===== src/rtl/clint_bus_arbiter.sv =====
// -----------------------------------------------------------------------------
// clint_bus_arbiter
//
// Shares the single register port of the CLINT timer block between
// NR_MASTERS requesters. A round-robin arbiter picks one requester at a time.
// Its command is carried to the CLINT port as the single outstanding
// transaction. The response is returned to the winning requester. A stalled
// transaction is aborted with an error after TIMEOUT cycles (0 disables this).
//
// Ports
//   clk_i, rst_ni       clock, asynchronous active-low reset
//   req_i, we_i         per-master request (level) and write enable
//   addr_i, wdata_i,    per-master command fields, packed with master 0 in
//   be_i                the LSBs
//   gnt_o               one-hot grant pulse (combinational, IDLE only)
//   rvalid_o            one-hot response-valid pulse
//   rdata_o, err_o      response data / error, held until the next response
//   slv_req_o, slv_we_o,
//   slv_addr_o,
//   slv_wdata_o,
//   slv_be_o            command to the CLINT register port
//   slv_gnt_i           CLINT accepts the command
//   slv_rvalid_i,
//   slv_rdata_i,
//   slv_err_i           CLINT response
// -----------------------------------------------------------------------------
module clint_bus_arbiter #(
    parameter int NR_MASTERS = 2,
    parameter int ADDR_WIDTH = 16,
    parameter int DATA_WIDTH = 64,
    parameter int TIMEOUT    = 255
) (
    input  logic                             clk_i,
    input  logic                             rst_ni,
    input  logic [NR_MASTERS-1:0]            req_i,
    input  logic [NR_MASTERS-1:0]            we_i,
    input  logic [NR_MASTERS*ADDR_WIDTH-1:0] addr_i,
    input  logic [NR_MASTERS*DATA_WIDTH-1:0] wdata_i,
    input  logic [NR_MASTERS*DATA_WIDTH/8-1:0] be_i,
    output logic [NR_MASTERS-1:0]            gnt_o,
    output logic [NR_MASTERS-1:0]            rvalid_o,
    output logic [DATA_WIDTH-1:0]            rdata_o,
    output logic                             err_o,
    output logic                             slv_req_o,
    output logic                             slv_we_o,
    output logic [ADDR_WIDTH-1:0]            slv_addr_o,
    output logic [DATA_WIDTH-1:0]            slv_wdata_o,
    output logic [DATA_WIDTH/8-1:0]          slv_be_o,
    input  logic                             slv_gnt_i,
    input  logic                             slv_rvalid_i,
    input  logic [DATA_WIDTH-1:0]            slv_rdata_i,
    input  logic                             slv_err_i
);

    localparam int BE_WIDTH = DATA_WIDTH / 8;
    localparam int IDX_W    = $clog2(NR_MASTERS);
    localparam int CNT_W    = (TIMEOUT > 0) ? $clog2(TIMEOUT + 1) : 1;

    localparam logic [IDX_W-1:0] LAST_IDX = IDX_W'(NR_MASTERS - 1);
    localparam logic [CNT_W-1:0] CNT_LAST = CNT_W'((TIMEOUT > 0) ? TIMEOUT - 1 : 0);

    typedef enum logic [1:0] {
        S_IDLE,
        S_REQ,
        S_RSP
    } state_e;

    state_e state_q, state_d;

    logic [IDX_W-1:0]      ptr_q;
    logic [CNT_W-1:0]      cnt_q;

    // Latched command of the transaction in flight.
    logic [IDX_W-1:0]      cmd_idx_q;
    logic                  cmd_we_q;
    logic [ADDR_WIDTH-1:0] cmd_addr_q;
    logic [DATA_WIDTH-1:0] cmd_wdata_q;
    logic [BE_WIDTH-1:0]   cmd_be_q;

    logic                  win_valid;
    logic [IDX_W-1:0]      win_idx;
    logic                  complete;
    logic                  expire;

    // ------------------------------------------------------------------
    // Round-robin arbitration: first requester at or above ptr, wrapping.
    // ------------------------------------------------------------------
    // NOTE: every signal written in a combinational block gets a default
    // at the top, so no path leaves it unassigned and no latch is inferred.
    always_comb begin
        int               cand;
        logic [IDX_W-1:0] cand_idx;
        win_valid = 1'b0;
        win_idx   = '0;
        cand      = 0;
        cand_idx  = '0;
        for (int i = 0; i < NR_MASTERS; i++) begin
            cand = int'(ptr_q) + i;
            if (cand >= NR_MASTERS) begin
                cand = cand - NR_MASTERS;
            end
            cand_idx = IDX_W'(cand);
            if (!win_valid && req_i[cand_idx]) begin
                win_valid = 1'b1;
                win_idx   = cand_idx;
            end
        end
    end

    always_comb begin
        gnt_o = '0;
        if (state_q == S_IDLE && win_valid) begin
            gnt_o[win_idx] = 1'b1;
        end
    end

    // A response in REQ only counts when the command is accepted alongside.
    assign complete = ((state_q == S_REQ) && slv_gnt_i && slv_rvalid_i) ||
                      ((state_q == S_RSP) && slv_rvalid_i);

    // Completion in the expiry cycle takes precedence over the abort.
    assign expire   = (TIMEOUT > 0) && (state_q != S_IDLE) &&
                      (cnt_q == CNT_LAST) && !complete;

    // ------------------------------------------------------------------
    // Next-state logic
    // ------------------------------------------------------------------
    always_comb begin
        state_d = state_q;
        case (state_q)
            S_IDLE: begin
                if (win_valid) state_d = S_REQ;
            end
            S_REQ: begin
                if (complete || expire) state_d = S_IDLE;
                else if (slv_gnt_i)     state_d = S_RSP;
            end
            S_RSP: begin
                if (complete || expire) state_d = S_IDLE;
            end
            default: state_d = S_IDLE;
        endcase
    end

    // ------------------------------------------------------------------
    // State, pointer, command and response registers
    // ------------------------------------------------------------------
    // NOTE: sequential state is written only with non-blocking assignments,
    // so every register samples the pre-edge values of the others.
    // NOTE: the command registers are reset too: they drive the slv_*
    // outputs directly and those must read zero out of reset.
    always_ff @(posedge clk_i or negedge rst_ni) begin
        if (!rst_ni) begin
            state_q     <= S_IDLE;
            ptr_q       <= '0;
            cnt_q       <= '0;
            cmd_idx_q   <= '0;
            cmd_we_q    <= 1'b0;
            cmd_addr_q  <= '0;
            cmd_wdata_q <= '0;
            cmd_be_q    <= '0;
            rvalid_o    <= '0;
            rdata_o     <= '0;
            err_o       <= 1'b0;
        end else begin
            state_q  <= state_d;
            rvalid_o <= '0;
            if (state_q == S_IDLE) begin
                if (win_valid) begin
                    cmd_idx_q   <= win_idx;
                    cmd_we_q    <= we_i[win_idx];
                    cmd_addr_q  <= addr_i[int'(win_idx)*ADDR_WIDTH +: ADDR_WIDTH];
                    cmd_wdata_q <= wdata_i[int'(win_idx)*DATA_WIDTH +: DATA_WIDTH];
                    cmd_be_q    <= be_i[int'(win_idx)*BE_WIDTH +: BE_WIDTH];
                    ptr_q       <= (win_idx == LAST_IDX) ? '0 : win_idx + IDX_W'(1);
                    cnt_q       <= '0;
                end
            end else begin
                cnt_q <= cnt_q + CNT_W'(1);
                if (complete) begin
                    rvalid_o[cmd_idx_q] <= 1'b1;
                    rdata_o             <= slv_rdata_i;
                    err_o               <= slv_err_i;
                end else if (expire) begin
                    rvalid_o[cmd_idx_q] <= 1'b1;
                    rdata_o             <= '0;
                    err_o               <= 1'b1;
                end
            end
        end
    end

    // ------------------------------------------------------------------
    // CLINT port
    // ------------------------------------------------------------------
    assign slv_req_o   = (state_q == S_REQ);
    assign slv_we_o    = cmd_we_q;
    assign slv_addr_o  = cmd_addr_q;
    assign slv_wdata_o = cmd_wdata_q;
    assign slv_be_o    = cmd_be_q;

endmodule


===== config.mk =====
export PLATFORM = sky130hd
export DESIGN_NAME = clint_bus_arbiter
export DESIGN_NICKNAME = d
export VERILOG_FILES = /design/src/rtl/clint_bus_arbiter.sv
export SDC_FILE = /design/constraint.sdc
export NUM_CORES = 1
export LEC_CHECK = 0
export CORE_AREA = 2 2 159 161
export CTS_BUF_LIST = sky130_fd_sc_hd__clkbuf_4 sky130_fd_sc_hd__clkbuf_8
export CTS_CLUSTER_DIAMETER = 150
export CTS_CLUSTER_SIZE = 30
export DETAILED_ROUTE_END_ITERATION = 8
export DIE_AREA = 0 0 161 163
export GPL_TIMING_DRIVEN = 0
export HOLD_SLACK_MARGIN = 0.1
export PLACE_DENSITY = 0.65
export SETUP_SLACK_MARGIN = 0.05
export SKIP_CTS_REPAIR_TIMING = 1
export SYNTH_ARGS = -nofsm -noshare
export SYNTH_HDL_FRONTEND = slang
export SYNTH_SLANG_ARGS = --single-unit
export TNS_END_PERCENT = 1

===== constraint.sdc =====
create_clock -name clk_i -period 3.6 [get_ports clk_i]
set_clock_uncertainty 0.15 [all_clocks]
set_input_delay 0.54 -clock clk_i [delete_from_list [all_inputs] [get_ports clk_i]]
set_output_delay 0.54 -clock clk_i [all_outputs]
set_load 0.005 [all_outputs]

==> results.yml, run 1 <==
outcome:
  outcome: "finished, final reports clean"
detailed_routing:
  vias: 7042
  routed_via_density: 5.13
  drt_iter0_drc: 480
  drc: 0
  wl_per_cell_um: 21.2
  drt_pass1_iterations: 7
  postRouteAntennaNets: 0
  drt_wl_total_um: 29100
worst_setup_path:
  crit_family: "buffers and inverters"
  crit_start: "state_q[1]"
  crit_path_end_kind: "output port"
  criticalPathCategory: "reg -> out"
  cp-endpoint: "gnt_o[1]"
  arrival_ns: 2.68
  start_kind: "flip-flop"
  cp_num_cells: 5
  cp_cell_sequence: "nor2_2 > and3_1 > buf_2 > buf_2 > clkdlybuf4s50_1"
  worst-r2r-cell-count: 5
  worst_path_max_delay_cell: "clkdlybuf4s50_1"
  cp.buffers_inverters: 3
  timing.reg2reg.setup_slack_ns: 1.34
  crit_fanout: 10
  crit_top_cell: "buf_2"
  rr_startpoint: "state_q[1]"
  critPathRequiredTime_ns: 2.91
  cp_slowest_stage_delay_ns: 0.54
  rr_endpoint: "slv_wdata_o[36]"
power_and_ir_drop:
  internal_power_mw: 6.04
  clockPowerShare_pct: 16.4
  p_seq_share_pct: 35.9
  p_switching_mw: 3.02
  power_density_nw_per_um2: 733
  power_frac_comb_pct: 47.7
  switching_share_pct: 33.3
  total_power_mw: 9.05
  peakVddDrop_v: 0.000333
  leakagePower_nw: 5.07
global_routing:
  overflow: 0
  first_global_vias: 7285
  track_usage_pct: 21.7
  grt_max_degree: 93
  grt_pass1_wl_um: 43700
  grt_antenna_before_repair: 3
floorplanning:
  dieHeight_um: 163
  start_util_pct: 30.0
  std_cell_rows: 58
  io_pins: 408
  dieArea_um2: 26200
  coreArea_um2: 24700
  die_w_um: 161
sta:
  period_share_pct: 93.6
  final-hold-violation-count: 0
  max_slew_margin_pct: 57.1
  final_max_slew_viol_count: 0
  tightestPinTransition_ns: 0.643
  setup_tns_ns: 0
  setup_violations: 0
  min_period_ns: 3.37
  fmax_ghz: 0.297
  rsz0062_at_grt: "false"
  holdWs_ns: 0.312
flow_run:
  max_cap_violations: 0
synthesis:
  synth_seq_cells: 168
  ys_warn_count: 0
  synthesis.area_um2: 7390
  netlist_instances: 598
  syn_nets: 849
  yosysUniqueCellTypes: 32
  yosysSeqAreaShare_pct: 56.9
  syn_area_per_cell_um2: 12.4
clock_tree:
  cts_sinks: 168
  cts_buffers: 17
  cts.path.max_buffers: 2
  cts_root_buffer: "clkbuf_8"
  cts_tree: "built"
  cts_max_level: 4
  clkTransAtPathRegs_ns: 0.10
  clock_latency_ns: 0.44
place:
  dp_hpwl_um: 21700
  io_buffers: 407
  gp_congestion: 0.830
  dp.cells: 1336
  placed_area_um2: 11900
layout:
  fillCellCount: 2250
  drive_above_1_share_pct: 7.99
  stdcell_area_um2: 12300
  area_delta_synth_final_pct: 67.0
  num-nets-final: 1277
  final-instance-count-excl-fill: 1372
worst_hold_path:
  hold_path_depth: 1
  hold_class: "reg -> reg"
==> cells in the mapped netlist, drive strengths merged <==
master	count	share of area (%)
ha	2	0.34
nor3	1	0.068
a21o	2	0.20
nand4	2	0.17
o21ai	8	0.54
clkbuf	21	1.1
nor2b	2	0.17
a31oi	1	0.085
and3	5	0.42
nand2	3	0.15
nand2b	1	0.085
a21oi	4	0.27
a221o	89	12
and2	1	0.085
or2	2	0.17
nand4b	1	0.12
o41ai	1	0.12
a21boi	90	9.1
mux2i	5	0.68
nor2	2	0.14
nand3b	1	0.10
nand3	70	4.7
o2bb2ai	64	7.6
buf	47	4.2
o2111a	1	0.15
dfrtp	168	57
inv	3	0.15
xor2	1	0.12
==> worst register-to-register path, cell delays in order (launching register included) <==
cell and delay, ns:
dfrtp_1 0.48, nor2_2 0.44, buf_2 0.34, buf_2 0.31, a21boi_0 0.15, a221o_1 0.28
==> sequential cells by signal, indices dropped and copies added (netlist names) <==
name,cells
slv_wdata_o,64
state_q,2
err_o,1
ptr_q,1
slv_addr_o,16
slv_we_o,1
slv_be_o,8
cmd_idx_q,1
rdata_o,64
cnt_q,8
rvalid_o,2
==> placed cells by master (no fill, tap or decap), types with 2 or more instances in the layout <==
master | Yosys | layout
dfrtp_1 | 168 | 168
o2bb2ai_1 | 64 | 64
mux2i_1 | 5 | 5
a21o_1 | 2 | 2
a21boi_0 | 90 | 90
buf_2 | 32 | 32
clkinv_4 | 0 | 3
clkbuf_1 | 21 | 21
inv_6 | 0 | 4
diode_2 | 0 | 3
buf_4 | 5 | 5
buf_6 | 10 | 10
nand3_1 | 70 | 70
nor2b_1 | 2 | 2
bufinv_16 | 0 | 2
nand2_1 | 3 | 3
o21ai_0 | 8 | 8
ha_1 | 2 | 2
and3_1 | 5 | 5
clkbuf_8 | 0 | 18
clkdlybuf4s50_1 | 0 | 406
a21oi_1 | 4 | 4
inv_1 | 3 | 3
nand4_1 | 2 | 2
a221o_1 | 89 | 89
==> area by class of cell <==
| type | instances | area (µm²) | share of cell area (%) |
|---|---|---|---|
| Multi-Input combinational cell | 359 | 2790 | 22.6 |
| Timing Repair Buffer | 409 | 4120 | 33.3 |
| Tap cell | 330 | 413 | 3.34 |
| Antenna cell | 3 | 7.51 | 0.0608 |
| Inverter | 3 | 11.3 | 0.0912 |
| Buffer | 68 | 389 | 3.15 |
| Clock inverter | 13 | 161 | 1.31 |
| Sequential cell | 168 | 4200 | 34.1 |
| Clock buffer | 19 | 255 | 2.07 |
==> per-stage QoR <==
step	setup slack, ns	util [%]
after floorplan	1.79	-
after global placement	-5.51	48.1
after detailed placement	0.559	48.3
after CTS	0.0875	50.0
after global routing	0.0737	50.0
final	0.230	50.0
==> worst min-delay path by stage <==
stage                     startpoint     endpoint  slack (ns)
after global placement      cnt_q[7]     cnt_q[7]        0.30
final                       cnt_q[7]     cnt_q[7]        0.31
after global routing        cnt_q[4]     cnt_q[4]        0.35
after detailed placement    cnt_q[7]     cnt_q[7]        0.31
after floorplan               rst_ni    cmd_idx_q        0.09
after CTS                     rst_ni  rdata_o[23]       -0.11
==> cells by family (layout without fill, tap and decap cells) <==
kind of cell	count (synthesis)	count (layout)	share of synthesized area, %
simple gates	91	91	6.42
compound gates	260	260	30.2
buf+inv	71	512	5.42
fa+ha+maj	2	2	0.339
flops	168	168	56.9
xor+xnor	1	1	0.119
mux	5	5	0.677
other cells	0	3	0
==> layer usage <==
layer,GRT usage (%),vias to the layer above,wire (µm)
li1,-,3214,-
met1,27.0,3487,11900
met2,36.0,317,14100
met3,7.66,24,2750
met4,5.48,0,431
met5,0,-,0
==> power groups by stage <==
stage / combinational (mW) / clock (mW) / sequential, mW
after floorplan: 1.69 / 0 / 3.27
after global placement: 4.32 / 0 / 3.27
after detailed placement: 4.37 / 0 / 3.26
after CTS: 4.37 / 1.52 / 3.25
after global routing: 4.70 / 1.59 / 3.36
final: 4.32 / 1.48 / 3.25
No activity file was read; power rests on OpenSTA's default activity.
==> inputs of run 2 (changes only) <==
--- a/config.mk
+++ b/config.mk
@@ -11,11 +11,11 @@
 export CTS_CLUSTER_SIZE = 30
 export DETAILED_ROUTE_END_ITERATION = 8
 export DIE_AREA = 0 0 161 163
-export GPL_TIMING_DRIVEN = 0
 export HOLD_SLACK_MARGIN = 0.1
 export PLACE_DENSITY = 0.65
 export SETUP_SLACK_MARGIN = 0.05
 export SKIP_CTS_REPAIR_TIMING = 1
+export SKIP_LAST_GASP = 1
 export SYNTH_ARGS = -nofsm -noshare
 export SYNTH_HDL_FRONTEND = slang
 export SYNTH_SLANG_ARGS = --single-unit
==> results.yml, run 2 (synthesis gave the netlist of run 1 again) <==
worst_setup_path:
  worst-r2r-cell-count: 4
  crit_start: "state_q[1]"
  rr_endpoint: "slv_wdata_o[26]"
  critPathRequiredTime_ns: 2.91
  arrival_ns: 2.04
  criticalPathCategory: "reg -> out"
  crit_fanout: 9
  crit_path_end_kind: "output port"
  start_kind: "flip-flop"
  cp-endpoint: "gnt_o[1]"
  timing.reg2reg.setup_slack_ns: 1.26
  rr_startpoint: "state_q[1]"
layout:
  mostFrequentLayoutCells: "clkdlybuf4s50_1 (406), dfrtp_1 (168), a21boi_0 (90)"
  num-nets-final: 1221
  drive_above_1_share_pct: 5.29
  area_delta_synth_final_pct: 62.8
  layout_commonest_cell: "clkdlybuf4s50_1"
  final_util_pct: 48.8
floorplanning:
  dieHeight_um: 163
  dieArea_um2: 26200
  die_w_um: 161
  coreArea_um2: 24700
  io_pins: 408
  start_util_pct: 30.0
  std_cell_rows: 58
power_and_ir_drop:
  power_density_nw_per_um2: 727
  clockPowerShare_pct: 15.2
  leakagePower_nw: 4.86
  switching_share_pct: 33.4
  p_switching_mw: 2.92
  internal_power_mw: 5.82
  p_seq_share_pct: 37.4
  peakVddDrop_v: 0.000589
  power_frac_comb_pct: 47.4
  total_power_mw: 8.74
place:
  io_buffers: 407
  dp_hpwl_um: 18600
  gp_congestion: 0.806
detailed_routing:
  drt_wl_total_um: 27000
  drt_iter0_drc: 476
  drt_pass1_iterations: 4
  vias: 6730
  drc: 0
  postRouteAntennaNets: 0
  wl_per_cell_um: 20.5
  routed_via_density: 5.12
flow_run:
  max_cap_violations: 0
outcome:
  outcome: "finished, final reports clean"
sta:
  min_period_ns: 2.73
  final_max_slew_viol_count: 0
  tightestPinTransition_ns: 1.05
  setup_tns_ns: 0
  max_slew_margin_pct: 30.2
  rsz0062_at_grt: "false"
  period_share_pct: 75.8
  final-hold-violation-count: 0
  holdWs_ns: 0.317
  fmax_ghz: 0.367
  setup_violations: 0
global_routing:
  first_global_vias: 6945
  grt_pass1_wl_um: 40800
  grt_max_degree: 92
  track_usage_pct: 20.0
  grt_antenna_before_repair: 2
  overflow: 0
clock_tree:
  clock_latency_ns: 0.45
  cts_root_buffer: "clkbuf_8"
  cts_tree: "built"
  cts.path.max_buffers: 2
  clkTransAtPathRegs_ns: 0.09
  cts_sinks: 168
  cts_buffers: 17
  cts_max_level: 4
worst_hold_path:
  hold_class: "reg -> reg"
[run 2: metal layers]
metal | GRT usage [%] | wire [µm] | vias to the layer above
met1 | 25.6 | 11300 | 3314
met5 | 0 | 0 | -
met3 | 8.20 | 2640 | 16
met2 | 31.5 | 12700 | 301
met4 | 5.28 | 325 | 0
li1 | - | - | 3099
[run 2: cell type report]
class | count | area (µm²)
fillers | 2261 | 12600
repair buffers | 421 | 4220
flip-flops and latches | 168 | 4200
multi-input cells | 359 | 2810
well taps | 330 | 413
clock buffers | 20 | 269
clock inverters | 12 | 108
inverters | 3 | 11.3
diodes | 2 | 5.00
[run 2: power groups by stage]
stage                     sequential [mW]  combinational (mW)  clock [mW]
after global placement               3.29                4.13           0
after floorplan                      3.27                1.69           0
after detailed placement             3.27                4.20           0
final                                3.27                4.15        1.33
after CTS                            3.28                4.19        1.38
after global routing                 3.38                4.52        1.46
[run 2: critical path, stage by stage, from the launching register on]
cell	delay [ns]
dfrtp_1	0.49
nor2_4	0.26
and3_4	0.23
clkdlybuf4s50_1	0.61
[run 2: metrics by stage]
step | area, µm² | instances | worst slack, ns
5_1_grt | 12000 | 1315 | 0.794
3_3_place_gp | 11600 | 1280 | 1.02
4_1_cts | 12000 | 1312 | 0.861
6_report | 12000 | 1315 | 0.873
3_5_place_dp | 11600 | 1280 | 0.974
2_1_floorplan | 7390 | 598 | 1.79
[run 2: worst min path at each step]
stage               slack [ns]      from     endpoint  cells past startpoint
floorplan                 0.09    rst_ni    cmd_idx_q                      0
global route              0.33  cnt_q[7]     cnt_q[7]                      1
global placement          0.30  cnt_q[7]     cnt_q[7]                      1
finish                    0.32  cnt_q[7]     cnt_q[7]                      1
detailed placement        0.31  cnt_q[7]     cnt_q[7]                      1
CTS                       0.03    rst_ni  rdata_o[23]                      1
==> inputs of run 3 (changes only) <==
--- a/config.mk
+++ b/config.mk
@@ -5,14 +5,14 @@
 export SDC_FILE = /design/constraint.sdc
 export NUM_CORES = 1
 export LEC_CHECK = 0
-export CORE_AREA = 2 2 159 161
+export CORE_AREA = 2 2 160 162
 export CTS_BUF_LIST = sky130_fd_sc_hd__clkbuf_4 sky130_fd_sc_hd__clkbuf_8
 export CTS_CLUSTER_DIAMETER = 150
 export CTS_CLUSTER_SIZE = 30
 export DETAILED_ROUTE_END_ITERATION = 8
-export DIE_AREA = 0 0 161 163
+export DIE_AREA = 0 0 162 164
 export HOLD_SLACK_MARGIN = 0.1
-export PLACE_DENSITY = 0.65
+export PLACE_DENSITY = 0.67
 export SETUP_SLACK_MARGIN = 0.05
 export SKIP_CTS_REPAIR_TIMING = 1
 export SKIP_LAST_GASP = 1
==> constraint.sdc (replaced) <==
create_clock -name clk_i -period 2.3 [get_ports clk_i]
set_clock_uncertainty 0.15 [all_clocks]
set_input_delay 0.345 -clock clk_i [delete_from_list [all_inputs] [get_ports clk_i]]
set_output_delay 0.345 -clock clk_i [all_outputs]
set_load 0.005 [all_outputs]
==> results.yml, run 3 (synthesis gave the netlist of run 1 again) <==
outcome:
  outcome: "finished, final reports clean"
global_routing:
  first_global_vias: 6985
  use_met1_pct: 26.4
  overflow: 0
  grt-busiest-layer: "met2"
  grt_max_degree: 91
  grtUsageMet3_pct: 6.87
  grt_antenna_before_repair: 4
  met2_usage_pct: 31.8
  track_usage_pct: 20.3
  grt_pass1_wl_um: 41600
worst_setup_path:
  cp_slowest_stage_delay_ns: 0.52
  worst-r2r-cell-count: 5
  arrival_ns: 1.80
  cp_cell_sequence: "nor2_4 > and3_4 > clkdlybuf4s50_1"
  rr_endpoint: "slv_wdata_o[29]"
  critPathRequiredTime_ns: 1.80
  crit_path_end_kind: "output port"
  worst_path_max_delay_cell: "clkdlybuf4s50_1"
  start_kind: "flip-flop"
  timing.reg2reg.setup_slack_ns: 0.37
  criticalPathCategory: "reg -> out"
  crit_fanout: 7
  rr_startpoint: "state_q[0]"
power_and_ir_drop:
  switching_share_pct: 33.4
  p_seq_share_pct: 36.8
  total_power_mw: 13.9
  leakagePower_nw: 4.99
  power_density_nw_per_um2: 1140
  p_switching_mw: 4.65
  peakVddDrop_v: 0.000580
  clockPowerShare_pct: 15.6
  internal_power_mw: 9.29
  power_frac_comb_pct: 47.6
layout:
  layout_commonest_cell: "clkdlybuf4s50_1"
  mostFrequentLayoutCells: "clkdlybuf4s50_1 (405), dfrtp_1 (166), a21boi_0 (90)"
  area_delta_synth_final_pct: 66.2
  drive_above_1_share_pct: 6.91
  num-nets-final: 1236
sta:
  final_max_slew_viol_count: 0
  tightestPinTransition_ns: 0.660
  rsz0062_at_grt: "true"
  final-hold-violation-count: 0
  period_share_pct: 99.8
  max_slew_margin_pct: 56.0
  setup_violations: 0
  min_period_ns: 2.30
  fmax_ghz: 0.436
  holdWs_ns: 0.268
detailed_routing:
  drt_pass1_iterations: 5
  vias: 6809
  wl_per_cell_um: 21.0
  drt_iter0_drc: 540
  drc: 0
  drt_wl_total_um: 27900
  routed_via_density: 5.11
  postRouteAntennaNets: 0
floorplanning:
  std_cell_rows: 58
  dieHeight_um: 164
  start_util_pct: 29.8
  coreArea_um2: 24800
  io_pins: 408
  die_w_um: 162
  dieArea_um2: 26600
clock_tree:
  cts.path.max_buffers: 2
  clock_latency_ns: 0.46
  cts_sinks: 168
  cts_max_level: 4
  cts_root_buffer: "clkbuf_8"
  cts_buffers: 17
  cts_tree: "built"
  clkTransAtPathRegs_ns: 0.10
place:
  gp_congestion: 0.822
  dp_hpwl_um: 19600
  io_buffers: 407
flow_run:
  max_cap_violations: 0
worst_hold_path:
  hold_class: "in -> async"
[run 3: final cells by class]
| cell class | instances | area [µm²] |
|---|---|---|
| repair buffers | 436 | 4450 |
| multi-input cells | 359 | 2810 |
| diodes | 5 | 12.5 |
| flip-flops and latches | 168 | 4210 |
| clock buffers | 17 | 234 |
| inverters | 3 | 11.3 |
| clock inverters | 15 | 153 |
| well taps | 330 | 413 |
| fillers | 2268 | 12500 |
[run 3: worst max-delay path by stage]
stage / depth (start not counted) / end / from / slack [ns]
2_1_floorplan: 4 / gnt_o[1] / state_q[1] / 0.68
3_3_place_gp: 4 / gnt_o[0] / req_i[1] / 0.08
3_5_place_dp: 4 / gnt_o[0] / req_i[1] / 0.10
4_1_cts: 3 / gnt_o[0] / state_q[1] / -0.20
5_1_grt: 3 / gnt_o[1] / state_q[0] / -0.11
6_report: 3 / gnt_o[1] / state_q[0] / 0.004
[run 3: power by group through the flow]
stage	Combinational [mW]	Clock [mW]	Sequential, mW
floorplan	2.65	0	5.13
global placement	6.53	0	5.15
detailed placement	6.66	0	5.13
CTS	6.65	2.27	5.14
global route	7.19	2.39	5.29
finish	6.64	2.17	5.13
[run 3: stage by stage]
stage          setup slack, ns  TNS, ns  cell area (µm²)  cells  utilization, %
2_1_floorplan            0.684        0             7390    598               -
3_3_place_gp            0.0764        0            11800   1289            47.6
3_5_place_dp             0.102        0            11800   1289            47.6
4_1_cts                 -0.205   -0.392            12200   1321            49.2
5_1_grt                 -0.105   -0.164            12300   1332            49.5
6_report               0.00439        0            12300   1333            49.5
[run 3: routing by layer]
metal | up-vias | share of wire, %
met4 | 0 | 1.6
met1 | 3366 | 42
met2 | 290 | 48
met3 | 23 | 8.2
li1 | 3130 | -
met5 | - | 0
[run 3: worst max-delay path, delay by kind of cell (launching register included)]
kind | cells | cell delay (ns)
buf+inv | 1 | 0.52
flops | 1 | 0.47
simple gates | 2 | 0.37
==> RTL change 1 (config.mk and constraints of run 1) <==
The parameter `TIMEOUT` goes from 255 to 510.
--- a/src/rtl/clint_bus_arbiter.sv
+++ b/src/rtl/clint_bus_arbiter.sv
@@ -28,7 +28,7 @@
     parameter int NR_MASTERS = 2,
     parameter int ADDR_WIDTH = 16,
     parameter int DATA_WIDTH = 64,
-    parameter int TIMEOUT    = 255
+    parameter int TIMEOUT    = 510
 ) (
     input  logic                             clk_i,
     input  logic                             rst_ni,
Formal check against the unedited RTL: no difference found for any inputs over 4 cycles, from zero or initial values and one cycle with rst_ni low; that may be too few to reach the edited logic, so the function may still have changed.
==> RTL change 1 against run 1 <==
Synthesized area increased by 2.8%; power is 1.1% higher; die area unchanged; sequential cell count grew 1; critical path depth increased by 1; count of clock-buffer cells in the layout shrank 2; maximum frequency up 4.3%; worst setup slack better by 140 ps; cell count up 0.36%; wire length is 1.3% lower; design area grew 1.6%; non-clock buffer count is 1 higher; largest cell class unchanged.
==> RTL change 1: results (changes against run 1) <==
via count of the first global-routing pass=7413 (was 7285); share of cells above drive strength 1=0.0955 (was 0.0799); Post-Place Cell Area=12100 um^2 (was 11900 um^2); Crit path largest cell delay=510 ps (was 540 ps); largest net degree at the start of global routing=101 (was 93); multiplexer share of the synthesized area=0.00263 (was 0.00677); measured slew at the worst slew-check pin=756 ps (was 643 ps); FF-to-FF Start=state_q[0] (was state_q[1]); comb_multi_in=366 (was 359); Sw Pwr=3.06 mW (was 3.02 mW); Setup Slack @ Placement=563 ps (was 559 ps); dpl cells=1345 (was 1336); adder-cell area share of the yosys netlist=0.00329 (was 0.00339); global-route usage over all layers=0.217 (about the same); HP Start=cmd_idx_q (was cnt_q[7]); P_int=6.09 mW (was 6.04 mW); drt via density=5.05 (was 5.13); HP Class=reg -> reg (unchanged); non-filler cells, final=1377 (was 1372); outcome=completed (unchanged); initial antenna violation count=0 (was 3); Signal buf overhead=0.364 (was 0.365); share of power burned in registers=0.355 (was 0.359); Lkg Pwr=5.08 nW (was 5.07 nW); flops & latches, synth=169 (was 168); top post-synthesis cells by count=dfrtp_1, a221o_1, a21boi_0 (was dfrtp_1, a21boi_0, a221o_1); Synth cell types=42 (was 32); number of diodes=0 (was 3); sequential share of cell area=0.337 (was 0.341); DRT Pass-1 Iters=4 (was 7); CTS buffer count=17 (unchanged); CP Data Arrival Time=2540 ps (was 2680 ps); Initial DRC Count=489 (was 480); dpl hpwl=21700 um (about the same); Syn Inst Count=607 (was 598); Final Util=0.508 (was 0.500); post-synthesis net count=858 (was 849); Total Wirelength=28700 um (was 29100 um); top post-synthesis cells by area=dfrtp_1, a221o_1, a21boi_0 (unchanged); first-pass GRT wire length=43600 um (was 43700 um); bufs w/o clock=478 (was 477); Mean Syn Cell Area=12.5 um^2 (was 12.4 um^2); FFs w/ async S/R, synth=1.00 (unchanged); Synth Area in Compound Gates=0.308 (was 0.302); area of the multi-input gates=2910 um^2 (was 2790 um^2); Layout clock area frac=0.0329 (was 0.0338); xor/xnor share of the synthesized area=0.00231 (was 0.00119); Routability Congestion=0.809 (was 0.830)
## RTL change 1: changes by cell type after synthesis, moves of 3 or more
cell / change
a21boi_0: -16
a21boi_1: +16
and3_1: -3
buf_2: -7
buf_4: +7
buf_6: +4
clkbuf_1: -4
mux2i_1: -3
nand2_1: +7
nand3_1: -3
o2bb2ai_1: -10
o2bb2ai_2: +10
## RTL change 1: path summary, 6_finish.rpt
| path | endpoint | slack, ps | cells past startpoint |
|---|---|---|---|
| max reg2reg | slv_wdata_o[47] | 1500 | 6 |
| max in group asynchronous | slv_wdata_o[21] | 1910 | 3 |
| min reg2reg | rvalid_o[0] | 320 | 1 |
| min in group asynchronous | rdata_o[3] | 450 | 2 |
| max | gnt_o[1] | 370 | 6 |
| min | rvalid_o[0] | 320 | 1 |
## RTL change 1: per-layer routing
layer  vias to the layer above  part of all wire  GRT usage
met5                         -                 0          0
met4                         0             0.017     0.0641
met3                        25             0.087     0.0698
met2                       298              0.51      0.375
met1                      3392              0.39      0.258
li1                       3238                 -          -
==> RTL change 2 (config.mk and constraints of run 1) <==
Without the edit above. Re-encode `state_e` (3 states) as one-hot, 3 bits wide.
--- a/src/rtl/clint_bus_arbiter.sv
+++ b/src/rtl/clint_bus_arbiter.sv
@@ -59,10 +59,10 @@
     localparam logic [IDX_W-1:0] LAST_IDX = IDX_W'(NR_MASTERS - 1);
     localparam logic [CNT_W-1:0] CNT_LAST = CNT_W'((TIMEOUT > 0) ? TIMEOUT - 1 : 0);
 
-    typedef enum logic [1:0] {
-        S_IDLE,
-        S_REQ,
-        S_RSP
+    typedef enum logic [2:0] {
+        S_IDLE = 3'b001,
+        S_REQ  = 3'b010,
+        S_RSP  = 3'b100
     } state_e;
 
     state_e state_q, state_d;
Function: same outputs for any inputs over 4 cycles, from zero or initial values and one cycle with rst_ni low; so few cycles prove little.
==> RTL change 2 against run 1 <==
Synthesized cell count decreased by 14%; largest power group unchanged; non-clock buffer count is 24 lower; sequential share of layout area rose by 2.0 points; synthesized area is 8.1% lower; design area fell by 5.0%; wire length down 9.8%; worst setup slack improved by 140 ps; sequential cell count increased by 1; power decreased by 1.0%; die area stayed put.
==> RTL change 2: results (changes against run 1) <==
Initial DRC Count=601 (was 480); met1 usage=0.231 (was 0.270); metal2 WL=13100 um (was 14100 um); CTS root buf=clkbuf_8 (unchanged); met3 global-route usage=0.0657 (was 0.0766); adder-cell area share of the yosys netlist=0.00369 (was 0.00339); top post-synthesis cells by count=dfrtp_1, inv_1, a222oi_1 (was dfrtp_1, a21boi_0, a221o_1); FF-to-FF Start=state_q[0] (was state_q[1]); number of fill cells=2278 (was 2250); post-synthesis net count=763 (was 849); grt ovf=0 (unchanged); Slew headroom=0.527 (was 0.571); share of cells above drive strength 1=0.0809 (was 0.0799); Routability Congestion=0.801 (was 0.830); Crit path largest cell delay=580 ps (was 540 ps); drt via density=4.90 (was 5.13); met2 GRT Util=0.337 (was 0.360); Synth Area in Compound Gates=0.232 (was 0.302); DR WL met3=2430 um (was 2750 um); global-route usage over all layers=0.194 (was 0.217); dpl hpwl=19600 um (was 21700 um); Synth cell types=40 (was 32); outcome=completed (unchanged); Max IR drop VDD=0.340 mV (was 0.333 mV); R2R setup slack=1360 ps (was 1340 ps); largest net degree at the start of global routing=91 (was 93); wire per inst=20.5 um (was 21.2 um); Critical Path Sink=gnt_o[0] (was gnt_o[1]); Hold Crit Depth=1 (unchanged); Seq. pwr=3.31 mW (was 3.25 mW); top post-synthesis cells by area=dfrtp_1, a222oi_1, a22o_1 (was dfrtp_1, a221o_1, a21boi_0); CP Data Arrival Time=2540 ps (was 2680 ps); Syn Inst Count=512 (was 598); fin nets=1190 (was 1277); initial antenna violation count=0 (was 3); Lkg Pwr=5.46 nW (was 5.07 nW); dpl cells=1250 (was 1336); Net Sw Frac=0.338 (was 0.333); number of diodes=0 (was 3); Worst R2R Path Depth=7 (was 5); HP Start=cmd_idx_q (was cnt_q[7]); Worst path slowest cell=dfstp_2 (was clkdlybuf4s50_1); Hold EP=rvalid_o[0] (was cnt_q[7]); Clk power=1.44 mW (was 1.48 mW); final worst slack=374 ps (was 230 ps); multiplexer share of the synthesized area=0.00590 (was 0.00677); Post-Place Cell Area=11300 um^2 (was 11900 um^2)
-- RTL change 2: cell types whose count changed after synthesis, moves of 18 or more --
cell	change
a222oi_1	+89
buf_2	-18
o2bb2ai_1	-64
a21boi_0	-90
inv_1	+88
a22o_1	+64
a221o_1	-89
nand3_1	-68
-- RTL change 2: layout make-up --
class / instances / area [um^2] / share of cell area
Sequential cell: 169 / 4230 / 0.361
Timing Repair Buffer: 409 / 4120 / 0.351
Tap cell: 330 / 413 / 0.0352
Clock buffer: 18 / 241 / 0.0206
Clock inverter: 14 / 178 / 0.0151
Buffer: 44 / 380 / 0.0324
Multi-Input combinational cell: 207 / 1830 / 0.156
Inverter: 91 / 342 / 0.0291
-- RTL change 2: through the flow --
step                      total power [mW]   util
after CTS                             9.06  0.475
after global routing                  9.54  0.476
final                                 8.96  0.476
after global placement                7.52  0.457
after detailed placement              7.57  0.458
after floorplan                       4.98      -
